[config.mk]
export PLATFORM = sky130hd
export DESIGN_NAME = msg_scheduler
export DESIGN_NICKNAME = d
export VERILOG_FILES = /design/src/rtl/msg_scheduler_pkg.sv /design/src/rtl/msg_scheduler_skid_buf.sv /design/src/rtl/msg_scheduler.sv
export SDC_FILE = /design/constraint.sdc
export NUM_CORES = 1
export LEC_CHECK = 0
export ABC_CLOCK_PERIOD_IN_PS = 2800
export CORE_ASPECT_RATIO = 0.9
export CORE_UTILIZATION = 46
export DETAILED_ROUTE_END_ITERATION = 10
export HOLD_SLACK_MARGIN = 0.12
export PLACE_DENSITY = 0.84
export SLEW_MARGIN = 20
export SYNTH_ARGS = -nofsm -noshare
export SYNTH_HDL_FRONTEND = slang
export SYNTH_HIERARCHICAL = 1
export SYNTH_SLANG_ARGS = --single-unit
[constraint.sdc]
create_clock -name SYS_CLK -period 2.8 [get_ports SYS_CLK]
set_input_delay 0.28 -clock SYS_CLK [delete_from_list [all_inputs] [get_ports SYS_CLK]]
set_output_delay 0.28 -clock SYS_CLK [all_outputs]
set_load 0.05 [all_outputs]
[src/rtl/msg_scheduler_pkg.sv]
// Shared types for the message scheduler.
// State encoding, header layout and skid-buffer word format.
package msg_scheduler_pkg;

  typedef enum logic [2:0] {
    S_IDLE,
    S_START,
    S_LEN,
    S_HDR,
    S_DATA,
    S_DONE
  } state_t;

  localparam logic [3:0] HDR_MARK_DEF = 4'hA;

  localparam int HDR_MARK_LSB = 12;
  localparam int HDR_CH_LSB   = 8;
  localparam int HDR_LEN_LSB  = 0;

  typedef struct packed {
    logic        sop;
    logic        eop;
    logic [15:0] data;
  } skid_word_t;

  function automatic logic [15:0] make_hdr(
    input logic [3:0] mark,
    input logic [3:0] ch,
    input logic [7:0] len
  );
    logic [15:0] h;
    h = '0;
    h[HDR_MARK_LSB +: 4] = mark;
    h[HDR_CH_LSB +: 4]   = ch;
    h[HDR_LEN_LSB +: 8]  = len;
    return h;
  endfunction

endpackage

[src/rtl/msg_scheduler_skid_buf.sv]
// Two-entry FIFO-ordered valid/ready buffer.
// Head drives the output; count feeds the read-credit check.
module msg_skid_buf
  import msg_scheduler_pkg::*;
(
  input  logic       SYS_CLK,
  input  logic       RST,
  input  logic       push,
  input  skid_word_t push_word,
  input  logic       out_ready,
  output skid_word_t out_word,
  output logic       out_valid,
  output logic [1:0] count
);

  skid_word_t slot0;
  skid_word_t slot1;
  logic       pop;

  assign out_valid = (count != 2'd0);
  assign pop       = out_valid & out_ready;
  assign out_word  = slot0;

  always_ff @(posedge SYS_CLK or posedge RST) begin
    if (RST) begin
      slot0 <= '0;
      slot1 <= '0;
      count <= 2'd0;
    end else begin
      unique case ({push, pop})
        2'b10: begin
          if (count == 2'd0) slot0 <= push_word;
          else               slot1 <= push_word;
          count <= count + 2'd1;
        end
        2'b01: begin
          slot0 <= slot1;
          count <= count - 2'd1;
        end
        2'b11: begin
          if (count == 2'd1) begin
            slot0 <= push_word;
          end else begin
            slot0 <= slot1;
            slot1 <= push_word;
          end
        end
        default: ;
      endcase
    end
  end

endmodule

[src/rtl/msg_scheduler.sv]
// Round-robin message scheduler: header word then payload
// drained from the granted channel FIFO through a skid buffer.
module msg_scheduler
  import msg_scheduler_pkg::*;
#(
  parameter int         N_CH     = 2,
  parameter logic [3:0] HDR_MARK = HDR_MARK_DEF,
  parameter int         CH_W     = (N_CH > 1) ? $clog2(N_CH) : 1
) (
  input  logic                 SYS_CLK,
  input  logic                 RST,
  input  logic [N_CH-1:0]      GOT_FULL_MSG,
  input  logic [8*N_CH-1:0]    MSG_LEN,
  input  logic [16*N_CH-1:0]   FIFO_Q,
  output logic [N_CH-1:0]      MSG_START,
  output logic [N_CH-1:0]      RD_REQ,
  output logic [15:0]          OUT_DATA,
  output logic                 OUT_VALID,
  input  logic                 OUT_READY,
  output logic                 OUT_SOP,
  output logic                 OUT_EOP,
  output logic                 BUSY,
  output logic [CH_W-1:0]      CUR_CH
);

  state_t          state;
  state_t          state_nx;
  logic [CH_W-1:0] ptr;
  logic [CH_W-1:0] cur_ch;
  logic [7:0]      len;
  logic [7:0]      rem;
  logic            rd_fly;
  logic            rd_fly_eop;
  logic            rd;
  logic            last_rd;
  logic            hdr_push;
  logic            push;
  logic            pop;
  skid_word_t      push_word;
  skid_word_t      head;
  logic [1:0]      sb_cnt;
  logic [2:0]      in_use;
  logic [N_CH-1:0] ch_hot;
  logic [7:0]      len_sel;
  logic [15:0]     q_sel;

  function automatic logic [CH_W-1:0] rr_pick(
    input logic [N_CH-1:0] req,
    input logic [CH_W-1:0] p
  );
    logic [CH_W-1:0] pick;
    int              idx;
    pick = p;
    // Walk offsets far-to-near so the nearest hit wins.
    for (int k = N_CH; k >= 1; k--) begin
      idx = (int'(p) + k) % N_CH;
      if (req[idx]) pick = CH_W'(idx);
    end
    return pick;
  endfunction

  assign ch_hot  = N_CH'(1) << cur_ch;
  assign len_sel = MSG_LEN[8*cur_ch +: 8];
  assign q_sel   = FIFO_Q[16*cur_ch +: 16];

  assign hdr_push = (state == S_HDR);
  assign push     = hdr_push | rd_fly;
  assign pop      = OUT_VALID & OUT_READY;

  always_comb begin
    push_word = '0;
    if (hdr_push) begin
      push_word.sop  = 1'b1;
      push_word.eop  = (len == 8'd0);
      push_word.data = make_hdr(HDR_MARK, 4'(cur_ch), len);
    end else begin
      push_word.eop  = rd_fly_eop;
      push_word.data = q_sel;
    end
  end

  // Occupancy after this cycle's push/pop; a new read needs a free slot.
  assign in_use = 3'(sb_cnt) + 3'(push) - 3'(pop);

  msg_skid_buf u_skid (
    .SYS_CLK   (SYS_CLK),
    .RST       (RST),
    .push      (push),
    .push_word (push_word),
    .out_ready (OUT_READY),
    .out_word  (head),
    .out_valid (OUT_VALID),
    .count     (sb_cnt)
  );

  assign OUT_DATA = head.data;
  assign OUT_SOP  = head.sop & OUT_VALID;
  assign OUT_EOP  = head.eop & OUT_VALID;
  assign CUR_CH   = cur_ch;

  always_ff @(posedge SYS_CLK or posedge RST) begin
    if (RST) state <= S_IDLE;
    else     state <= state_nx;
  end

  always_comb begin
    state_nx = state;
    unique case (state)
      S_IDLE:  if (|GOT_FULL_MSG) state_nx = S_START;
      S_START: state_nx = S_LEN;
      S_LEN:   state_nx = S_HDR;
      S_HDR: begin
        if (len == 8'd0 || last_rd) state_nx = S_DONE;
        else                        state_nx = S_DATA;
      end
      S_DATA:  if (last_rd) state_nx = S_DONE;
      S_DONE:  if (in_use == 3'd0) state_nx = S_IDLE;
      default: state_nx = S_IDLE;
    endcase
  end

  always_comb begin
    MSG_START = '0;
    RD_REQ    = '0;
    rd        = 1'b0;
    BUSY      = (state != S_IDLE);
    unique case (state)
      S_START: MSG_START = ch_hot;
      S_HDR, S_DATA: begin
        rd     = (rem != 8'd0) && (in_use < 3'd2);
        RD_REQ = rd ? ch_hot : '0;
      end
      default: ;
    endcase
  end

  assign last_rd = rd && (rem == 8'd1);

  always_ff @(posedge SYS_CLK or posedge RST) begin
    if (RST) begin
      ptr        <= CH_W'(N_CH - 1);
      cur_ch     <= '0;
      len        <= '0;
      rem        <= '0;
      rd_fly     <= 1'b0;
      rd_fly_eop <= 1'b0;
    end else begin
      rd_fly     <= rd;
      rd_fly_eop <= last_rd;
      if (state == S_IDLE && |GOT_FULL_MSG)
        cur_ch <= rr_pick(GOT_FULL_MSG, ptr);
      if (state == S_LEN) begin
        len <= len_sel;
        rem <= len_sel;
      end else if (rd) begin
        rem <= rem - 8'd1;
      end
      if (state == S_DONE && state_nx == S_IDLE)
        ptr <= cur_ch;
    end
  end

endmodule

After elaboration in Yosys (flattened, before gate mapping)
Cells that the tools add are included.

Register bits: 61. Input bits: 53. Output and inout bits: 25. Word-level logic and storage cells: 95.

$add $sub $neg: 7. Order comparisons: 3. Eq/ne operators: 13. Shifts and indexed selects: 3. Mux-type cells: 28. Bitwise gates (word level): 6. Reductions and logical operators: 21.

Operator list (count): $mux W18 (4); $pmux W18 S3 (1); $pmux W18 S2 (1); $shiftx A32 B6 Y16 (1); $pmux W3 S6 (1); $mux W17 (1); $mux W8 (2); $shiftx A16 B5 Y8 (1); $mux W1 (11); $logic_not A3 Y1 (3); $mux W3 (3); $eq A8 B1 Y1 const B (1); $logic_not A8 Y1 (1); $reduce_bool A2 Y1 (4); $reduce_bool A8 Y1 (1); $sub A8 B1 Y8 const B (1); $eq A3 B2 Y1 const B (2); $eq A3 B3 Y1 const B (2); $lt A2 B3 Y1 const B (2); $mux W2 (3); $reduce_bool A3 Y1 (2); $eq A2 B1 Y1 const B (2); $eq A2 B2 Y1 const B (2); $logic_and A1 B1 Y1 (4); 19 further kinds (25).

Depth between registers and ports, before layout
Gate-level depths: netlist of run 1.

Depth after elaboration: 13. Mapped depth: 12. Mapped depth without buffers: 12.

Cells and area by module
The synthesis of run 1 kept the hierarchy.

By module, submodules not included: msg_skid_buf (times used 1, cells each 168, area an instance 1836.8 µm², seq. area each 950.9 µm²); msg_scheduler (times used 1, cells each 197, area an instance 1704.1 µm², seq. area each 576.8 µm²).

Worst setup path after synthesis of run 1
OpenSTA, ideal clock, no wires.

Kind: register to output. Start point: register u_skid.count[1]. End point: output RD_REQ[0]. Arrival time: 3.577 ns. Data required time: 2.520 ns. Path slack: -1.057 ns. Stages on the path, launching flop included: 12. Buffers on the path: 0. Cells stage by stage: dfrtp_1 inv_1 ha_1 inv_1 and2_1 ha_1 inv_1 ha_1 fa_1 xnor2_1 a211o_4 nor3_1.

Longest elaborated chain between the ends: 7. Elaborated cells on any way between the ends: 8. Classes of those cells: add/sub (2); order compare (1); mux (2); bitwise (1); reduce/logical (2).

RTL lines: start: declaration (RTL line msg_scheduler_skid_buf.sv:13) `output logic [1:0] count`; start signal: assignment (RTL line msg_scheduler_skid_buf.sv:34) `count <= count + 2'd1;`; start signal: assignment (RTL line msg_scheduler_skid_buf.sv:38) `count <= count - 2'd1;`; $reduce_bool A2 Y1 (RTL line msg_scheduler_skid_buf.sv:20) `assign out_valid = (count != 2'd0);`; named net OUT_VALID (RTL line msg_scheduler.sv:18) `output logic OUT_VALID,`; $and A1 B1 Y1 (RTL line msg_scheduler.sv:68) `assign pop = OUT_VALID & OUT_READY;`; $sub A3 B1 Y3 (RTL line msg_scheduler.sv:83) `assign in_use = 3'(sb_cnt) + 3'(push) - 3'(pop);`; $lt A3 B2 Y1 (RTL line msg_scheduler.sv:130) `rd = (rem != 8'd0) && (in_use < 3'd2);`; $logic_and A1 B1 Y1 (RTL line msg_scheduler.sv:130); $mux W2 (RTL line msg_scheduler.sv:131) `RD_REQ = rd ? ch_hot : '0;`; $mux W2 (RTL line msg_scheduler.sv:127) `unique case (state)`; end: declaration (RTL line msg_scheduler.sv:16) `output logic [N_CH-1:0] RD_REQ,`.

The timed path passes the listed nets, and every way through them passes these cells.

Final worst setup path of run 1
Start point: register u_skid.count[1]. End point: output RD_REQ[1].

Longest elaborated chain between the ends: 7. Elaborated cells on any way between the ends: 8. Classes of those cells: add/sub (2); order compare (1); mux (2); bitwise (1); reduce/logical (2).

RTL lines (RTL line): parallel branches: the longest is 2 deep, another holds $add A2 B1 Y3; $sub A3 B1 Y3 (*) (msg_scheduler.sv:83); $lt A3 B2 Y1 (*) (msg_scheduler.sv:130); $logic_and A1 B1 Y1 (*) (msg_scheduler.sv:130); $mux W2 (*) (msg_scheduler.sv:131); $mux W2 (*) (msg_scheduler.sv:127).

Every way passes the cells marked *.

==> results.py, run 1 <==
metrics = {
    "timing": {
        "grt_setup_unrepaired": "yes",
        "setup_viol": 5,
        "post-route-period-util": 1.11,
        "fmax_ghz": 0.323,
        "maxSlewViolCount": 0,
        "worstMarginPinSlew_ns": 0.877,
        "hold_viol": 0,
        "fin_ws_ns": -0.296,
        "fin_tns_setup_ns": -0.796,
        "relSlewSlack": 0.415,
        "skew_ns": 0.00482,
        "period_needed_ns": 3.10,
    },
    "worst_setup_path": {
        "path_buf_inv": 5,
        "crit_top_cell": "ha_4",
        "critPathArrivalTime_ns": 2.82,
        "cp_slowest_cell": "dfrtp_1",
        "crit_cells": 13,
        "cpLargestDelayFamily": "adder cells",
        "path_max_fanout": 2,
        "rr_startpoint": "u_skid/count[1]$_DFFE_PP0P_",
        "ff2ff_setup_slack_ns": -0.15,
        "reg2reg_depth": 13,
        "worstSetupEndpointType": "primary output",
        "path_cells": "inv_2 -> ha_4 -> clkinvlp_4 -> and2_4 -> ha_4 -> inv_2 -> ha_4 -> fa_2 -> xnor2_2 -> buf_4 -> a211oi_4 -> and3_4 -> buf_12",
        "required_ns": 2.52,
        "slowest_delay_ns": 0.41,
        "crit_type": "flop to primary output",
        "critPathLaunchType": "flop",
        "r2r_end": "rem[6]$_DFFE_PP0P_",
    },
    "power_and_ir_drop": {
        "power.share.sequential": 0.253,
        "irDropWorstVdd_v": 0.000761,
        "power.density_nw_per_um2": 1340,
        "switching_share": 0.451,
        "power_switching_mw": 2.94,
        "clkPwrFrac": 0.125,
        "pwr-share-comb": 0.623,
        "intPower_mw": 3.58,
        "p_leak_nw": 2.08,
    },
    "synthesis": {
        "synth_top_area_frac": 0.424,
        "netlist_area_um2": 3540,
        "synth-seq-cells": 61,
        "syn_nets": 431,
        "ys_seq_area_frac": 0.431,
        "yosysTopAreaCell": "dfrtp_1",
        "ys.flop_type": "dfrtp_1",
        "yosys_warnings": 6,
        "avgSynthCellArea_um2": 9.70,
        "synth_cells": 365,
        "synth-edff-count": 0,
        "async_flop_share": 1.00,
        "synth_area_leaders": "dfrtp_1 (42%), nor2_1 (5.2%), mux2i_1 (4.8%), ha_1 (4.2%), mux2_4 (4.2%)",
        "ys_types": 54,
    },
    "drt": {
        "dr.first_iter.drc_count": 253,
        "totalWireLength_um": 9440,
        "firstDrtPassIters": 5,
        "final_antenna_net_count": 0,
        "routedWlPerCell_um": 16.8,
        "num_vias": 3243,
        "vias_per_cell": 5.78,
        "remaining_drc_errors": 0,
    },
    "hold_path": {
        "hp-class": "input pin to asynchronous set/reset pin",
    },
    "clocking": {
        "clk_latency_ns": 0.34,
        "cts_tree": "yes",
        "clk_pin_slew_ns": 0.07,
        "htree_num_levels": 3,
        "cts_made_buffers": 9,
        "cts.sinks": 61,
        "clockRootBuffer": "clkbuf_8",
        "clockBufferDepth": 2,
    },
    "floorplanning": {
        "start_util": 0.488,
        "core_area_um2": 7260,
        "rows": 29,
        "die_w_um": 94.5,
        "dieHeight_um": 85.2,
        "die_area_um2": 8050,
        "io-pin-count": 78,
    },
    "run_status": {
        "status": "complete, but fails checks",
        "violations": "negative setup slack",
    },
    "final_layout": {
        "nets": 529,
        "final_cells": 561,
        "final_common_cell": "clkdlybuf4s50_1",
        "syn2layout_area_growth_pct": 37.5,
        "diodes": 0,
        "final_cell_mix": "clkdlybuf4s50_1 (69), dfrtp_1 (60), nor2_1 (48)",
        "drive_gt1_frac": 0.220,
    },
    "grt": {
        "grt.overflow.total": 0,
        "track_usage": 0.241,
        "grt_pass1_wl_um": 15000,
        "first_global_vias": 3272,
        "grt_max_degree": 39,
        "antenna_found_initial": 0,
    },
    "place": {
        "io_buffers": 77,
        "dp.cells": 534,
        "gp_congestion": 0.827,
        "dp_hpwl_um": 6400,
    },
    "flow_run": {
        "drv_cap": 0,
    },
}
-- metal layers --
metal	part of all wire	wire length [um]	vias up	GRT usage
met5	0	0	-	0
met4	0.019	181	0	0.0854
met3	0.071	674	16	0.0690
met2	0.51	4780	130	0.408
met1	0.40	3810	1604	0.293
li1	-	-	1493	-
-- how the worst max path moves through the flow --
stage	start	to	slack (ns)
floorplan	u_skid/count[1]$_DFFE_PP0P_	RD_REQ[0]	-0.34
global placement	OUT_READY	rem[6]$_DFFE_PP0P_	-0.09
detailed placement	OUT_READY	rem[6]$_DFFE_PP0P_	-0.15
CTS	u_skid/count[0]$_DFFE_PP0P_	RD_REQ[0]	-0.35
global route	u_skid/count[0]$_DFFE_PP0P_	RD_REQ[1]	-0.39
finish	u_skid/count[1]$_DFFE_PP0P_	RD_REQ[1]	-0.30
-- cell usage after synthesis, drive strengths merged (3+ instances only) --
library cell  count
and2              5
buf              14
mux2             20
and2b             4
ha               12
nand2b            3
a31oi            21
or4               3
a21oi             9
inv              17
nor2b             6
nor2             49
o31ai             3
a211oi           10
mux2i            17
xnor2             3
a31o              3
nand2            13
o21ai            26
nor4              3
a311oi            3
dfrtp            60
nand3            20
and3              3
clkbuf           10
nor3              5
-- kinds of logic after synthesis --
| family | Yosys count | synth area share |
|---|---|---|
| buffers and inverters | 42 | 0.0608 |
| AOI/OAI and AO/OA | 82 | 0.149 |
| adders and majority gates | 13 | 0.0481 |
| xor gates and xnor gates | 3 | 0.00742 |
| muxes | 37 | 0.122 |
| and+or+nand+nor | 127 | 0.181 |
| DFF | 61 | 0.431 |
-- sequential cells by signal, summed over array words and instances, names as in the netlist --
signal and flops:
ptr 1, u_skid/out_word 18, u_skid/count 2, u_skid/slot1 18
rd_fly 1, CUR_CH 1, state 3, rem 8
rd_fly_eop 1, len 8
-- power groups by stage --
stage	registers, mW	logic (mW)	clock network, mW
after global placement	1.63	3.68	0
after global routing	1.70	4.34	0.880
final	1.65	4.06	0.812
after floorplan	2.00	2.38	0
after detailed placement	1.64	3.79	0
after CTS	1.64	3.94	0.826
-- cell type report --
class                   instances  area (um2)
clock buffers                  11         151
repair buffers                111        1050
flip-flops and latches         61        1530
well taps                      93         116
clock inverters                 5        58.8
fillers                       527        2390
multi-input cells             262        1890
inverters                      18        71.3
-- what timing repair did --
| item | in CTS | in global routing |
|---|---|---|
| resized for setup | 8 | 19 |
| endpoints found under the setup margin | 4 | 13 |
| pin swaps | 3 | 3 |
| setup buffers | 8 | 3 |
| gates cloned | 0 | 0 |
| hold buffers | 0 | 0 |
-- worst register-to-register path, delay by kind of cell (launching register included) --
family                   cells  cell delay (ns)
flip-flops                   1             0.41
adder cells (fa/ha/maj)      4             0.89
XOR/XNOR                     1             0.16
AND/OR/NAND/NOR              2             0.60
buffers and inverters        4             0.34
AO/OA/AOI/OAI                2             0.47
-- metrics by stage --
step                      power [mW]  cell area, um2  hold WS, ns   util  worst slack (ns)
after floorplan                 4.37            3590        0.281      -            -0.338
after global placement          5.30            4530        0.483  0.624           -0.0909
after detailed placement        5.44            4530        0.486  0.624            -0.150
after CTS                       6.40            4830        0.393  0.665            -0.351
after global routing            6.91            4870        0.441  0.671            -0.388
final                           6.51            4870        0.390  0.671            -0.296
No activity file was read; power rests on OpenSTA's default activity.
==> run 2: changes to the inputs <==
--- a/config.mk
+++ b/config.mk
@@ -8,6 +8,7 @@
 export ABC_CLOCK_PERIOD_IN_PS = 2800
 export CORE_ASPECT_RATIO = 0.9
 export CORE_UTILIZATION = 46
+export CTS_BUF_LIST = sky130_fd_sc_hd__clkbuf_16
 export DETAILED_ROUTE_END_ITERATION = 10
 export HOLD_SLACK_MARGIN = 0.12
 export PLACE_DENSITY = 0.84
==> run 2 against run 1 <==
Against the previous run:
- cell count fell by 0.18%
- sequential share of layout area is 0.61 points lower
- largest power group unchanged
- sequential power is essentially flat
- worst hold slack improved by 0.022 ns
- the run still ends with negative setup slack left
- total power is 5.0% higher
- non-clock buffer count decreased by 1
- first-iteration DRC count decreased by 11%
- clock skew up 0.0012 ns
- utilization rose by 1.3 points
- highest routed layer unchanged
- combinational power up 1%
==> results.py, run 2 (synthesis results as in run 1) <==
metrics = {
    "hold_path": {
        "hp-class": "input pin to asynchronous set/reset pin",
    },
    "power_and_ir_drop": {
        "power_switching_mw": 3.02,
        "intPower_mw": 3.82,
        "pwr-share-comb": 0.601,
        "power.share.sequential": 0.242,
        "clkPwrFrac": 0.157,
        "p_leak_nw": 2.12,
        "switching_share": 0.442,
        "irDropWorstVdd_v": 0.000679,
        "power.density_nw_per_um2": 1380,
    },
    "worst_setup_path": {
        "crit_type": "flop to primary output",
        "cp-startpoint": "u_skid/count[0]$_DFFE_PP0P_",
        "reg2reg_depth": 13,
        "path_buf_inv": 5,
        "ff2ff_setup_slack_ns": -0.18,
        "required_ns": 2.52,
        "slowest_delay_ns": 0.38,
        "rr_startpoint": "u_skid/count[0]$_DFFE_PP0P_",
        "crit_top_cell": "ha_4",
        "critPathArrivalTime_ns": 2.81,
        "cp-endpoint": "RD_REQ[1]",
        "cp_slowest_cell": "dfrtp_1",
        "path_cells": "inv_2 -> ha_4 -> clkinvlp_4 -> and2_4 -> ha_4 -> inv_2 -> ha_4 -> fa_2 -> xnor2_2 -> buf_4 -> a211oi_4 -> and3_4 -> buf_12",
        "path_max_fanout": 2,
        "worstSetupEndpointType": "primary output",
        "cpLargestDelayFamily": "adder cells",
        "r2r_end": "rem[6]$_DFFE_PP0P_",
        "critPathLaunchType": "flop",
        "crit_cells": 13,
    },
    "drt": {
        "totalWireLength_um": 9890,
        "firstDrtPassIters": 5,
        "routedWlPerCell_um": 17.7,
        "num_vias": 3203,
        "dr.first_iter.drc_count": 224,
        "vias_per_cell": 5.72,
        "final_antenna_net_count": 0,
        "remaining_drc_errors": 0,
    },
    "timing": {
        "grt_setup_unrepaired": "yes",
        "hold_viol": 0,
        "setup_viol": 5,
        "relSlewSlack": 0.397,
        "post-route-period-util": 1.11,
        "worstMarginPinSlew_ns": 0.903,
        "maxSlewViolCount": 0,
        "fmax_ghz": 0.323,
        "fin_ws_ns": -0.295,
        "period_needed_ns": 3.09,
        "skew_ns": 0.00604,
        "fin_tns_setup_ns": -0.876,
    },
    "grt": {
        "grt.overflow.total": 0,
        "first_global_vias": 3338,
        "antenna_found_initial": 0,
        "grt_pass1_wl_um": 15900,
        "track_usage": 0.259,
        "grt_max_degree": 39,
    },
    "floorplanning": {
        "dieHeight_um": 85.2,
        "die_area_um2": 8050,
        "core_area_um2": 7260,
        "start_util": 0.488,
        "die_w_um": 94.5,
        "io-pin-count": 78,
        "rows": 29,
    },
    "run_status": {
        "violations": "negative setup slack",
        "status": "complete, but fails checks",
    },
    "final_layout": {
        "syn2layout_area_growth_pct": 40.2,
        "final_common_cell": "clkdlybuf4s50_1",
        "post-route-util": 0.684,
        "regArea_um2": 1530,
        "nets": 528,
        "diodes": 0,
        "multi_input_area_um2": 1910,
        "drive_gt1_frac": 0.221,
        "filler_cell_count": 496,
        "final_cells": 560,
        "final_cell_mix": "clkdlybuf4s50_1 (69), dfrtp_1 (60), nor2_1 (47)",
    },
    "clocking": {
        "clockRootBuffer": "clkbuf_16",
        "cts_tree": "yes",
        "clockBufferDepth": 2,
        "htree_num_levels": 3,
        "cts_made_buffers": 9,
        "cts.sinks": 61,
        "clk_latency_ns": 0.33,
        "postCtsHoldBufs": 0,
        "clk_pin_slew_ns": 0.05,
    },
    "place": {
        "dp.cells": 534,
        "dp_hpwl_um": 6400,
        "gp_congestion": 0.827,
        "io_buffers": 77,
    },
    "flow_run": {
        "drv_cap": 0,
    },
}
==> run 2: cell types whose count changed in the layout (fill, tap and decap cells not counted), sizes merged <==
cell    before  now
clkbuf      12   10
clkinv       3    5
buf         41   40
==> run 2: routing by layer <==
metal,global-route usage,part of all wire,up-vias,wire length (um)
li1,-,-,1499,-
met2,0.443,0.51,133,5000
met4,0.102,0.025,0,246
met1,0.308,0.40,1544,3910
met5,0,0,-,0
met3,0.0717,0.074,27,729
==> run 2: worst reg2reg max path, stage by stage (launching register included) <==
cell,delay (ns)
dfrtp_1,0.38
inv_2,0.09
ha_4,0.16
clkinvlp_4,0.09
and2_4,0.14
ha_4,0.26
inv_2,0.04
ha_4,0.15
fa_2,0.35
xnor2_2,0.16
a211o_4,0.29
buf_6,0.13
or4_4,0.47
a31oi_1,0.19
==> run 2: timing repair <==
item / 4_1_cts / 5_1_grt
cloned: 0 / 0
resized for setup: 8 / 24
pin swaps: 3 / 4
hold endpoints to repair: 0 / 0
endpoints found under the setup margin: 5 / 16
buffers inserted: 8 / 3
==> run 2: how the worst min path moves through the flow <==
| stage | slack (ns) | cells after the start | startpoint | end |
|---|---|---|---|---|
| final | 0.41 | 3 | RST | u_skid/count[0]$_DFFE_PP0P_ |
| after global routing | 0.48 | 3 | RST | u_skid/slot1[8]$_DFFE_PP0P_ |
| after CTS | 0.43 | 3 | RST | u_skid/count[0]$_DFFE_PP0P_ |
| after detailed placement | 0.49 | 1 | u_skid/slot1[3]$_DFFE_PP0P_ | u_skid/slot1[3]$_DFFE_PP0P_ |
| after global placement | 0.48 | 1 | u_skid/slot1[11]$_DFFE_PP0P_ | u_skid/slot1[11]$_DFFE_PP0P_ |
| after floorplan | 0.28 | 1 | RST | CUR_CH$_DFFE_PP0P_ |
==> run 2: power by group through the flow <==
stage | Combinational [mW] | Clock (mW) | Sequential, mW
floorplan | 2.38 | 0 | 2.00
global placement | 3.68 | 0 | 1.63
detailed placement | 3.79 | 0 | 1.64
CTS | 3.96 | 1.08 | 1.64
global route | 4.39 | 1.13 | 1.70
finish | 4.11 | 1.07 | 1.66
==> run 2: metrics by stage <==
step / setup WS, ns / cell area [um2] / hold WS, ns / power [mW]
2_1_floorplan: -0.338 / 3590 / 0.281 / 4.37
3_3_place_gp: -0.0909 / 4530 / 0.483 / 5.30
3_5_place_dp: -0.150 / 4530 / 0.486 / 5.44
4_1_cts: -0.321 / 4910 / 0.426 / 6.68
5_1_grt: -0.393 / 4970 / 0.481 / 7.23
6_report: -0.295 / 4970 / 0.413 / 6.84
==> run 2: layout make-up <==
| cell class | instances | share of cell area |
|---|---|---|
| Clock inverter | 7 | 0.0134 |
| Tap cell | 93 | 0.0234 |
| Timing Repair Buffer | 110 | 0.211 |
| Clock buffer | 9 | 0.0454 |
| Multi-Input combinational cell | 262 | 0.385 |
| Sequential cell | 61 | 0.308 |
| Inverter | 18 | 0.0144 |
==> run 3: changes to the inputs <==
--- a/config.mk
+++ b/config.mk
@@ -9,6 +9,7 @@
 export CORE_ASPECT_RATIO = 0.9
 export CORE_UTILIZATION = 46
 export CTS_BUF_LIST = sky130_fd_sc_hd__clkbuf_16
+export CTS_CLUSTER_DIAMETER = 120
 export DETAILED_ROUTE_END_ITERATION = 10
 export HOLD_SLACK_MARGIN = 0.12
 export PLACE_DENSITY = 0.84
==> results of run 3 <==
The final DEF is identical to that of run 2; final timing and power are the same.
==> edit, RTL diff (config.mk and constraints of run 1) <==
The parameter `N_CH` goes from 2 to 4.
--- a/src/rtl/msg_scheduler.sv
+++ b/src/rtl/msg_scheduler.sv
@@ -3,7 +3,7 @@
 module msg_scheduler
   import msg_scheduler_pkg::*;
 #(
-  parameter int         N_CH     = 2,
+  parameter int         N_CH     = 4,
   parameter logic [3:0] HDR_MARK = HDR_MARK_DEF,
   parameter int         CH_W     = (N_CH > 1) ? $clog2(N_CH) : 1
 ) (
Ports: changed (6 resized); port bits go from 78 to 133. No check against the original RTL was run, so the function may have changed too.
==> edit against run 1 <==
The run still ends with setup timing left; count of clock-buffer cells in the layout down 2; critical path depth increased by 1; synthesized area is 15% higher; setup slack got worse by 160 ps; routed wire length rose by 34%; register-to-register slack lost 190 ps; cell area rose by 24%; sequential cell count increased by 2; total power rose by 15%.
==> edit: results (changes against run 1) <==
setup_path:
  worstPathMaxFanout: 4  # +2
  crit_path_start: "u_skid/count[0]"
  path_delay_family: "adder cells"
  cp-start-kind: "flop"
  cpPeakStageDelay_ps: 390  # -20 ps
  reg2regPathDepth: 15  # +2
  critPathArrivalTime_ps: 2970  # +150 ps
  ff2ff_setup_slack_ps: -340  # -190 ps
drt:
  met2_length_um: 6100  # +28%
  drt-initial-drc-count: 236  # -6.7%
  wirelength_um: 12600  # +34%
  route.vias.total: 3911  # +21%
  wl_met1_um: 4940  # +30%
  route.met3.wl_um: 1020  # +51%
status:
  violations: "setup timing"
  status: "finished, violations left"
global_route:
  gr-usage-met2: 0.479  # +0.0706
  grt_usage: 0.289  # +0.0481
  met1_usage: 0.349  # +0.0551
  grt_pass1_vias: 4160  # +27%
  use_met3: 0.0600  # -0.00895
  grt_pass1_wl_um: 20300  # +35%
synthesis:
  synth.area.top_cells: "dfrtp_1, mux4_2, nand2_1"
  syn_nets: 525  # +22%
  yosys_warnings: 6  # unchanged
  synth.most_common_cell: "nand2_1"
  synth_common_cells: "nand2_1, dfrtp_1, nor2_1"
  yosysUniqueCellTypes: 55  # +1.9%
  yosysSeqAreaShare: 0.386  # -0.0452
  synth-compound-area-share: 0.104  # -0.0447
  synthAdderAreaFrac: 0.0416  # -0.00643
  synthCells: 409  # +12%
  synthXorXnorAreaFrac: 0.00643  # -0.000993
power_and_ir_drop:
  pg_seq_mw: 1.85  # +12%
  p_clk_frac: 0.094  # -0.031
  p_leak_nw: 2.52  # +21%
  ir_drop_mv: 0.654  # -14%
  switchingPower_mw: 3.48  # +18%
  switching_share: 0.465  # +0.0140
clock_tree:
  worst_skew_pair.late_latency_ps: 350
  numCtsBuffers: 9  # unchanged
finish:
  fin_nets: 673  # +27%
  instances_no_fill: 681  # +21%
  drive_above_1_share: 0.242  # +0.0219
sta:
  clock_skew_ps: 9.62  # +4.80 ps
  slew_headroom: 0.341  # -0.0741
  timing.final.ws_setup_ps: -453  # -157 ps
  setup_viol: 15  # +10
  whs_ps: 377  # -13.7 ps
  tns_ps: -4130  # -3340 ps
placement:
  portBuffers: 132  # +71%
  dpl.hpwl_um: 9260  # +45%
  post-place-ws_ps: -257  # -107 ps
  placed_area_um2: 5710  # +26%
  placed_cells: 653  # +22%
  gp_congestion: 0.861  # +4.1%
## edit: cell types whose count changed after synthesis, sizes merged, moves of 6 or more
cell	before	now
a21oi	9	3
a211oi	10	1
nand2	13	62
mux4	0	22
nor2	49	32
o211ai	0	7
mux2i	17	3
## edit: worst max path at each step
| stage | endpoint | depth (start not counted) |
|---|---|---|
| 2_1_floorplan | RD_REQ[0] | 11 |
| 3_3_place_gp | RD_REQ[1] | 11 |
| 3_5_place_dp | state[0] | 10 |
| 4_1_cts | RD_REQ[1] | 14 |
| 5_1_grt | RD_REQ[1] | 14 |
| 6_report | RD_REQ[1] | 14 |
## edit: layout make-up
class	instances	area (um^2)
multi-input combinational	301	2400
timing repair buffer	165	1680
sequential	63	1580
tap	119	149
clock buffer	9	124
clock inverter	7	47.5
inverter	17	67.6
fill	617	2560
## edit: timing repair
item,4_1_cts,5_1_grt
resized for setup,8,25
endpoints found under the setup margin,11,19
pin swaps,2,0
buffers inserted,11,2
hold buffers,0,0
